**config.mk**
```make
export PLATFORM = sky130hd
export DESIGN_NAME = fakeram7_req_adapter
export DESIGN_NICKNAME = d
export VERILOG_FILES = /design/src/rtl/fakeram7_adapter_pkg.sv /design/src/rtl/fakeram7_resp_fifo.sv /design/src/rtl/fakeram7_req_adapter.sv
export SDC_FILE = /design/constraint.sdc
export NUM_CORES = 1
export LEC_CHECK = 0
export ABC_AREA = 1
export BUFFER_PORTS_ARGS = -buffer_cell sky130_fd_sc_hd__buf_4
export CELL_PAD_IN_SITES_DETAIL_PLACEMENT = 1
export CELL_PAD_IN_SITES_GLOBAL_PLACEMENT = 2
export CORE_UTILIZATION = 33
export DETAILED_ROUTE_END_ITERATION = 8
export GPL_ROUTABILITY_DRIVEN = 1
export PLACE_DENSITY = 0.76
export SYNTH_ARGS = -nofsm -noshare
export SYNTH_HDL_FRONTEND = slang
export SYNTH_SLANG_ARGS = --single-unit
```
**constraint.sdc**
```tcl
create_clock -name clk -period 2.2 [get_ports clk]
set_input_delay 0.44 -clock clk [delete_from_list [all_inputs] [get_ports clk]]
set_output_delay 0.44 -clock clk [all_outputs]
set_load 0.005 [all_outputs]
```
**src/rtl/fakeram7_adapter_pkg.sv**
```systemverilog
// Shared word/address types for the fakeram7_64x21 request front-end.
// The macro geometry is fixed, so width constants live here rather than as top parameters.
package fakeram7_adapter_pkg;

   localparam int unsigned BITS       = 21;
   localparam int unsigned ADDR_WIDTH = 6;

   typedef logic [BITS-1:0]       word_t;
   typedef logic [ADDR_WIDTH-1:0] addr_t;

endpackage

```
**src/rtl/fakeram7_resp_fifo.sv**
```systemverilog
// Synchronous response FIFO: registered head/count, pointers wrap modulo DEPTH.
// Storage is not reset; only pointers and occupancy are.
module fakeram7_resp_fifo
   import fakeram7_adapter_pkg::*;
#(
   parameter  int unsigned DEPTH = 4,
   localparam int unsigned PW    = (DEPTH > 1) ? $clog2(DEPTH) : 1,
   localparam int unsigned CW    = $clog2(DEPTH + 1)
) (
   input  logic          clk,
   input  logic          rst,
   input  logic          push_i,
   input  word_t         push_data_i,
   input  logic          pop_i,
   output logic [CW-1:0] count_o,
   output word_t         head_o
);

   word_t         mem_q [DEPTH];
   logic [PW-1:0] wr_ptr_q, wr_ptr_d;
   logic [PW-1:0] rd_ptr_q, rd_ptr_d;
   logic [CW-1:0] count_q, count_d;

   function automatic logic [PW-1:0] ptr_inc(input logic [PW-1:0] p);
      return (p == PW'(DEPTH - 1)) ? '0 : p + 1'b1;
   endfunction

   always_comb begin
      wr_ptr_d = wr_ptr_q;
      rd_ptr_d = rd_ptr_q;
      count_d  = count_q;
      if (push_i) begin
         wr_ptr_d = ptr_inc(wr_ptr_q);
      end
      if (pop_i) begin
         rd_ptr_d = ptr_inc(rd_ptr_q);
      end
      case ({push_i, pop_i})
         2'b10:   count_d = count_q + 1'b1;
         2'b01:   count_d = count_q - 1'b1;
         default: count_d = count_q;
      endcase
   end

   always_ff @(posedge clk) begin
      if (rst) begin
         wr_ptr_q <= '0;
         rd_ptr_q <= '0;
         count_q  <= '0;
      end else begin
         wr_ptr_q <= wr_ptr_d;
         rd_ptr_q <= rd_ptr_d;
         count_q  <= count_d;
      end
   end

   always_ff @(posedge clk) begin
      if (push_i) begin
         mem_q[wr_ptr_q] <= push_data_i;
      end
   end

   assign count_o = count_q;
   assign head_o  = mem_q[rd_ptr_q];

endmodule

```
**src/rtl/fakeram7_req_adapter.sv**
```systemverilog
// Valid/ready front-end for the fakeram7_64x21 macro: combinational issue onto the
// macro pins, one-cycle read-latency tracking, and a credit-checked response FIFO.
module fakeram7_req_adapter
   import fakeram7_adapter_pkg::*;
#(
   parameter int unsigned RESP_DEPTH = 4
) (
   input  logic  clk,
   input  logic  rst,
   input  logic  req_valid,
   output logic  req_ready,
   input  logic  req_we,
   input  addr_t req_addr,
   input  word_t req_wdata,
   output logic  resp_valid,
   input  logic  resp_ready,
   output word_t resp_rdata,
   output logic  ram_ce,
   output logic  ram_we,
   output addr_t ram_addr,
   output word_t ram_wd,
   input  word_t ram_rd
);

   localparam int unsigned CW      = $clog2(RESP_DEPTH + 1);
   localparam logic [CW:0] LIMIT_C = (CW + 1)'(RESP_DEPTH);
   localparam logic [CW-1:0] FULL_C = CW'(RESP_DEPTH);

   logic          fire;
   logic          inflight_q, inflight_d;
   logic          push, pop;
   logic [CW-1:0] count;
   logic [CW:0]   credit_used;

   // Credit counts queued entries plus the read still in the macro; registered state only.
   assign credit_used = {1'b0, count} + {{CW{1'b0}}, inflight_q};
   assign req_ready   = ~rst & (credit_used < LIMIT_C);
   assign fire        = req_valid & req_ready;

   always_comb begin
      ram_ce   = 1'b0;
      ram_we   = 1'b0;
      ram_addr = '0;
      ram_wd   = '0;
      if (fire) begin
         ram_ce   = 1'b1;
         ram_we   = req_we;
         ram_addr = req_addr;
         ram_wd   = req_we ? req_wdata : '0;
      end
   end

   assign inflight_d = fire & ~req_we;

   always_ff @(posedge clk) begin
      if (rst) begin
         inflight_q <= 1'b0;
      end else begin
         inflight_q <= inflight_d;
      end
   end

   assign push       = inflight_q & ~rst;
   assign resp_valid = (count != '0);
   assign pop        = resp_valid & resp_ready;

   fakeram7_resp_fifo #(
      .DEPTH (RESP_DEPTH)
   ) u_resp_fifo (
      .clk         (clk),
      .rst         (rst),
      .push_i      (push),
      .push_data_i (ram_rd),
      .pop_i       (pop),
      .count_o     (count),
      .head_o      (resp_rdata)
   );

   a_no_overflow : assert property (@(posedge clk) disable iff (rst)
      (count == FULL_C) |-> !inflight_q);

   a_pins_known : assert property (@(posedge clk)
      !$isunknown({ram_ce, ram_we, ram_addr}));

endmodule

```
== Word level (Yosys, flattened, before mapping) ==
Memories as Yosys holds them, arrays and structs flattened. A register that Yosys moved wholly into a read port is not among the register bits.
Cells that the tools add are included.
W data, S select, Z words.

* Muxes and demuxes: 12
* Equal/unequal tests: 4
* $add $sub $neg: 5
* Reduce and logical (&&, ||, !) cells: 2
* Magnitude comparators: 1
* Bitwise operators: 7

{| class="wikitable"
|+ Operators with widths
! cell !! count
|-
| $mux W21 || 2
|-
| $mux W2 || 4
|-
| $eq A2 B2 Y1 const B || 3
|-
| $mux W6 || 1
|-
| $pmux W3 S2 || 1
|-
| $and A1 B1 Y1 || 5
|-
| $add A2 B1 Y2 const B || 2
|-
| $add A3 B1 Y4 || 1
|-
| $lt A4 B3 Y1 const B || 1
|-
| $mux W1 || 4
|-
| $add A3 B1 Y3 const B || 1
|-
| $reduce_bool A3 Y1 || 1
|-
| $sub A3 B1 Y3 const B || 1
|-
| $eq A2 B1 Y1 const B || 1
|-
| $not A1 Y1 || 2
|-
| $reduce_bool A2 Y1 || 1
|}

* Register bits: 8
* Output and inout bits: 52
* Memories kept: 1
* RAM bits: 84
* Word-level logic and storage cells: 36

{| class="wikitable"
|+ Memories
! name !! words !! bits a word !! rd ports !! clocked after Yosys merged registers in !! wr ports !! RTL line !! text
|-
| u_resp_fifo.mem_q || 4 || 21 || 1 || 1 || 1 || fakeram7_resp_fifo.sv:19 || <nowiki>word_t mem_q [DEPTH];</nowiki>
|}

== Longest topological paths before layout ==
* Depth after elaboration: 5
* Depth in mapped cells: 12
* Depth with buffers taken out: 12

== By module ==
A second synthesis with hierarchy kept.

* Cells, all modules: 336
* Area, all modules: 4065.1 um^2

{| class="wikitable"
|+ By module, submodules not included
! module !! seq. area each (um^2) !! instances !! cells an instance !! area an instance (um^2)
|-
| fakeram7_resp_fifo || 2702.6 || 1 || 261 || 3628.5
|-
| fakeram7_req_adapter || 20.0 || 1 || 75 || 436.7
|}

== Least setup slack after synthesis ==
No wires, ideal clock.

* Path type: input to register
* From: input rst
* To: memory u_resp_fifo.mem_q[0][0] in the netlist's numbering (enable)
* Cell stages on the path: 3
* Path slack: 0.248 ns
* Required time: 1.801 ns
* Buffers on the path: 0
* Arrival time: 1.554 ns
* Cell sequence: inv_2 -> nand2_1 -> nor2_1

* Word-level cells in the longest chain between the ends: 4

{| class="wikitable"
|+ RTL lines
! item !! RTL line !! text
|-
| from (decl) || fakeram7_req_adapter.sv:9 || <nowiki>input logic rst,</nowiki>
|-
| $not A1 Y1 || fakeram7_req_adapter.sv:63 || <nowiki>assign push = inflight_q & ~rst;</nowiki>
|-
| $and A1 B1 Y1 || fakeram7_req_adapter.sv:63 ||
|-
| $mux W1 || fakeram7_resp_fifo.sv:58 || <nowiki>if (push_i) begin</nowiki>
|-
| $mux W1 (not written as such) || fakeram7_resp_fifo.sv:59 || <nowiki>mem_q[wr_ptr_q] <= push_data_i;</nowiki>
|-
| to (decl) || fakeram7_resp_fifo.sv:19 ||
|}

Every way passes these cells.

==> results.cfg <==
[run_status]
status = finished with violations
violations = DRC

[global_routing]
grt_pass1_vias = 2774
grt_pass1_wl_um = 14390
grt_overflow = 0
grt_max_degree = 43
antenna_found_initial = 0
grtUsageTotal = 0.1554

[synth]
netlist_area_um2 = 3924
ys_seq_elements = 94
synth_top_area_cell = edfxtp_1
synth_area_leaders = edfxtp_1, nor2_1, o21ai_0
avgSynthCellArea_um2 = 11.75
yosysSeqAreaShare = 0.6939
syn-num-nets = 394
yosysUniqueCellTypes = 25
synth-warning-count = 0
synth.top_cell.area_share = 0.6429
synthCells = 334

[route]
drt_wl_total_um = 9230
post_drt_via_cell_ratio = 4.731
met2WireLength_um = 4530
vias = 2777
ant_nets = 0
wl_per_cell_um = 15.72
met1_length_um = 3992
highest_layer = met4
route.detailed.drc = 13
drtIter0Drc = 139
wl_met3_um = 582
drtPass1Iterations = 7

[cells_and_area]
most-common-layout-cells = buf_4, edfxtp_1, nor2_1
final_util = 0.4462
drive_gt1_frac = 0.3356
seq_area_um2 = 2723
stdcell_count = 587
syn2layout_area_growth_pct = 30.96
fill_cells = 1254
layout_commonest_cell = buf_4
nets = 499
diodes = 0
multi_input_area_um2 = 997.2

[power]
p_leak_uw = 0.002035
vdd_drop_max_mv = 0.3686
power_uw = 4691
p_per_area_nw_per_um2 = 912.8

[timing]
max_freq_mhz = 478.7
fin_crit_sh = 0.9496
slew_headroom = 0.7220
setup_viol = 0
hold_viol_final = 0
drv_slew = 0
skew_ns = 0.005000
layout_setup_ws_ns = 0.1108
tightest_slew_ns = 0.4170
fin_setup_tns_ns = 0
fin_crit_ns = 2.089
rsz0062_at_grt = no

[setup_path]
critPathLaunchType = flop
r2r_slack_ns = 0.31
path_max_fanout = 30
reg2reg_depth = 12
path_class = reg -> out
cp.arrival_ns = 1.65
endpoint_kind = output pin
r2r_end = u_resp_fifo.count_o[2]
worstReg2RegStart = u_resp_fifo.count_o[0]
required_ns = 1.76

[clock_tree]
htreeDepth = 3
ctsResizeCount = 0
path_clk_slew_ns = 0.06
clk_latency_ns = 0.33
postCtsSetupBuffers = 0
numCtsBuffers = 9
cts_hold_buf = 0
cts_tree = yes
root_buffer = clkbuf_16
clock_path_buffers = 2
clock_sinks = 94

[placement]
dp_slack_ns = 0.2647
dp.cells = 571
hpwl_um = 5976
place.gp.congestion = 0.6808
port_buffers = 104

[floorplan]
fp.dieW_um = 111.0
placementRows = 39
io_pins = 105
dieArea_um2 = 12330
core-area_um2 = 11520
start_util = 0.3407
fp.dieH_um = 111.0

[min_path]
whs_path_depth = 2
whs_endpoint = u_resp_fifo.wr_ptr_q[1]
holdCritStartpoint = rst
holdCritPathClass = in -> reg

[job]
max_cap_viol_count = 0
final cells by class:
type	instances	area share
sequential	94	0.5298
multi-input combinational	197	0.1941
timing repair buffer	112	0.1636
clock buffer	13	0.05065
tap	143	0.03482
inverter	25	0.01875
clock inverter	3	0.008279
worst max-delay path: stages (launching register included):
cell     delay [ns]
dfxtp_1        0.41
buf_4          0.33
o21ai_0        0.15
o22ai_1        0.25
buf_4          0.16
where the power goes:
part	internal, µW	switching [µW]
Clock	941	611
Combinational	503	609
Sequential	1990	34.3
Total	3440	1250
synthesized netlist by cell type:
| library cell | n |
|---|---|
| a211oi_1 | 1 |
| a21oi_1 | 6 |
| and2_1 | 1 |
| buf_2 | 7 |
| buf_4 | 4 |
| buf_6 | 2 |
| buf_8 | 1 |
| clkbuf_1 | 4 |
| dfxtp_1 | 10 |
| edfxtp_1 | 84 |
| fa_1 | 1 |
| ha_1 | 6 |
| inv_1 | 22 |
| inv_2 | 2 |
| inv_4 | 1 |
| nand2_1 | 28 |
| nand2_4 | 1 |
| nand3_1 | 4 |
| nand3_2 | 2 |
| nor2_1 | 69 |
| nor2_2 | 12 |
| o21ai_0 | 41 |
| o21ai_1 | 3 |
| o22ai_1 | 21 |
| or2_2 | 1 |
worst max-delay path by stage:
stage	endpoint	slack, ns	startpoint	cells past startpoint
floorplan	u_resp_fifo.mem_q[0][0]	0.25	rst	3
CTS	resp_rdata[3]	0.04	flop	4
global placement	u_resp_fifo.count_o[2]	0.32	rst	12
finish	resp_rdata[3]	0.11	flop	4
global route	resp_rdata[3]	0.01	flop	4
detailed placement	u_resp_fifo.count_o[2]	0.26	rst	12
logic make-up (layout without fill, tap and decap cells):
family / count (synthesis) / after routing / synth area share
AO/OA/AOI/OAI: 72 / 72 / 0.09917
adder cells (fa/ha/maj): 7 / 7 / 0.02423
buffers and inverters: 43 / 153 / 0.05453
flip-flops: 94 / 94 / 0.6939
AND/OR/NAND/NOR: 118 / 118 / 0.1282
state kept, by name, summed over array words and instances (netlist names), named ones only:
signal	flops
u_resp_fifo.rd_ptr_q	2
u_resp_fifo.wr_ptr_q	2
u_resp_fifo.count_o	3
inflight_q	1
u_resp_fifo.mem_q	84
through the flow:
| step | instance area [µm²] | hold WS (ns) |
|---|---|---|
| 2_1_floorplan | 3924 | 0.4827 |
| 5_1_grt | 5139 | 0.2893 |
| 6_report | 5139 | 0.2835 |
| 4_1_cts | 5139 | 0.2710 |
| 3_3_place_gp | 4836 | 0.5248 |
| 3_5_place_dp | 4836 | 0.5627 |
metal layers:
metal	vias to the layer above	GRT usage
li1	1363	-
met1	1321	0.1869
met2	85	0.2646
met3	8	0.04210
met4	0	0.06216
met5	-	0
(Power assumes the default switching activity.)
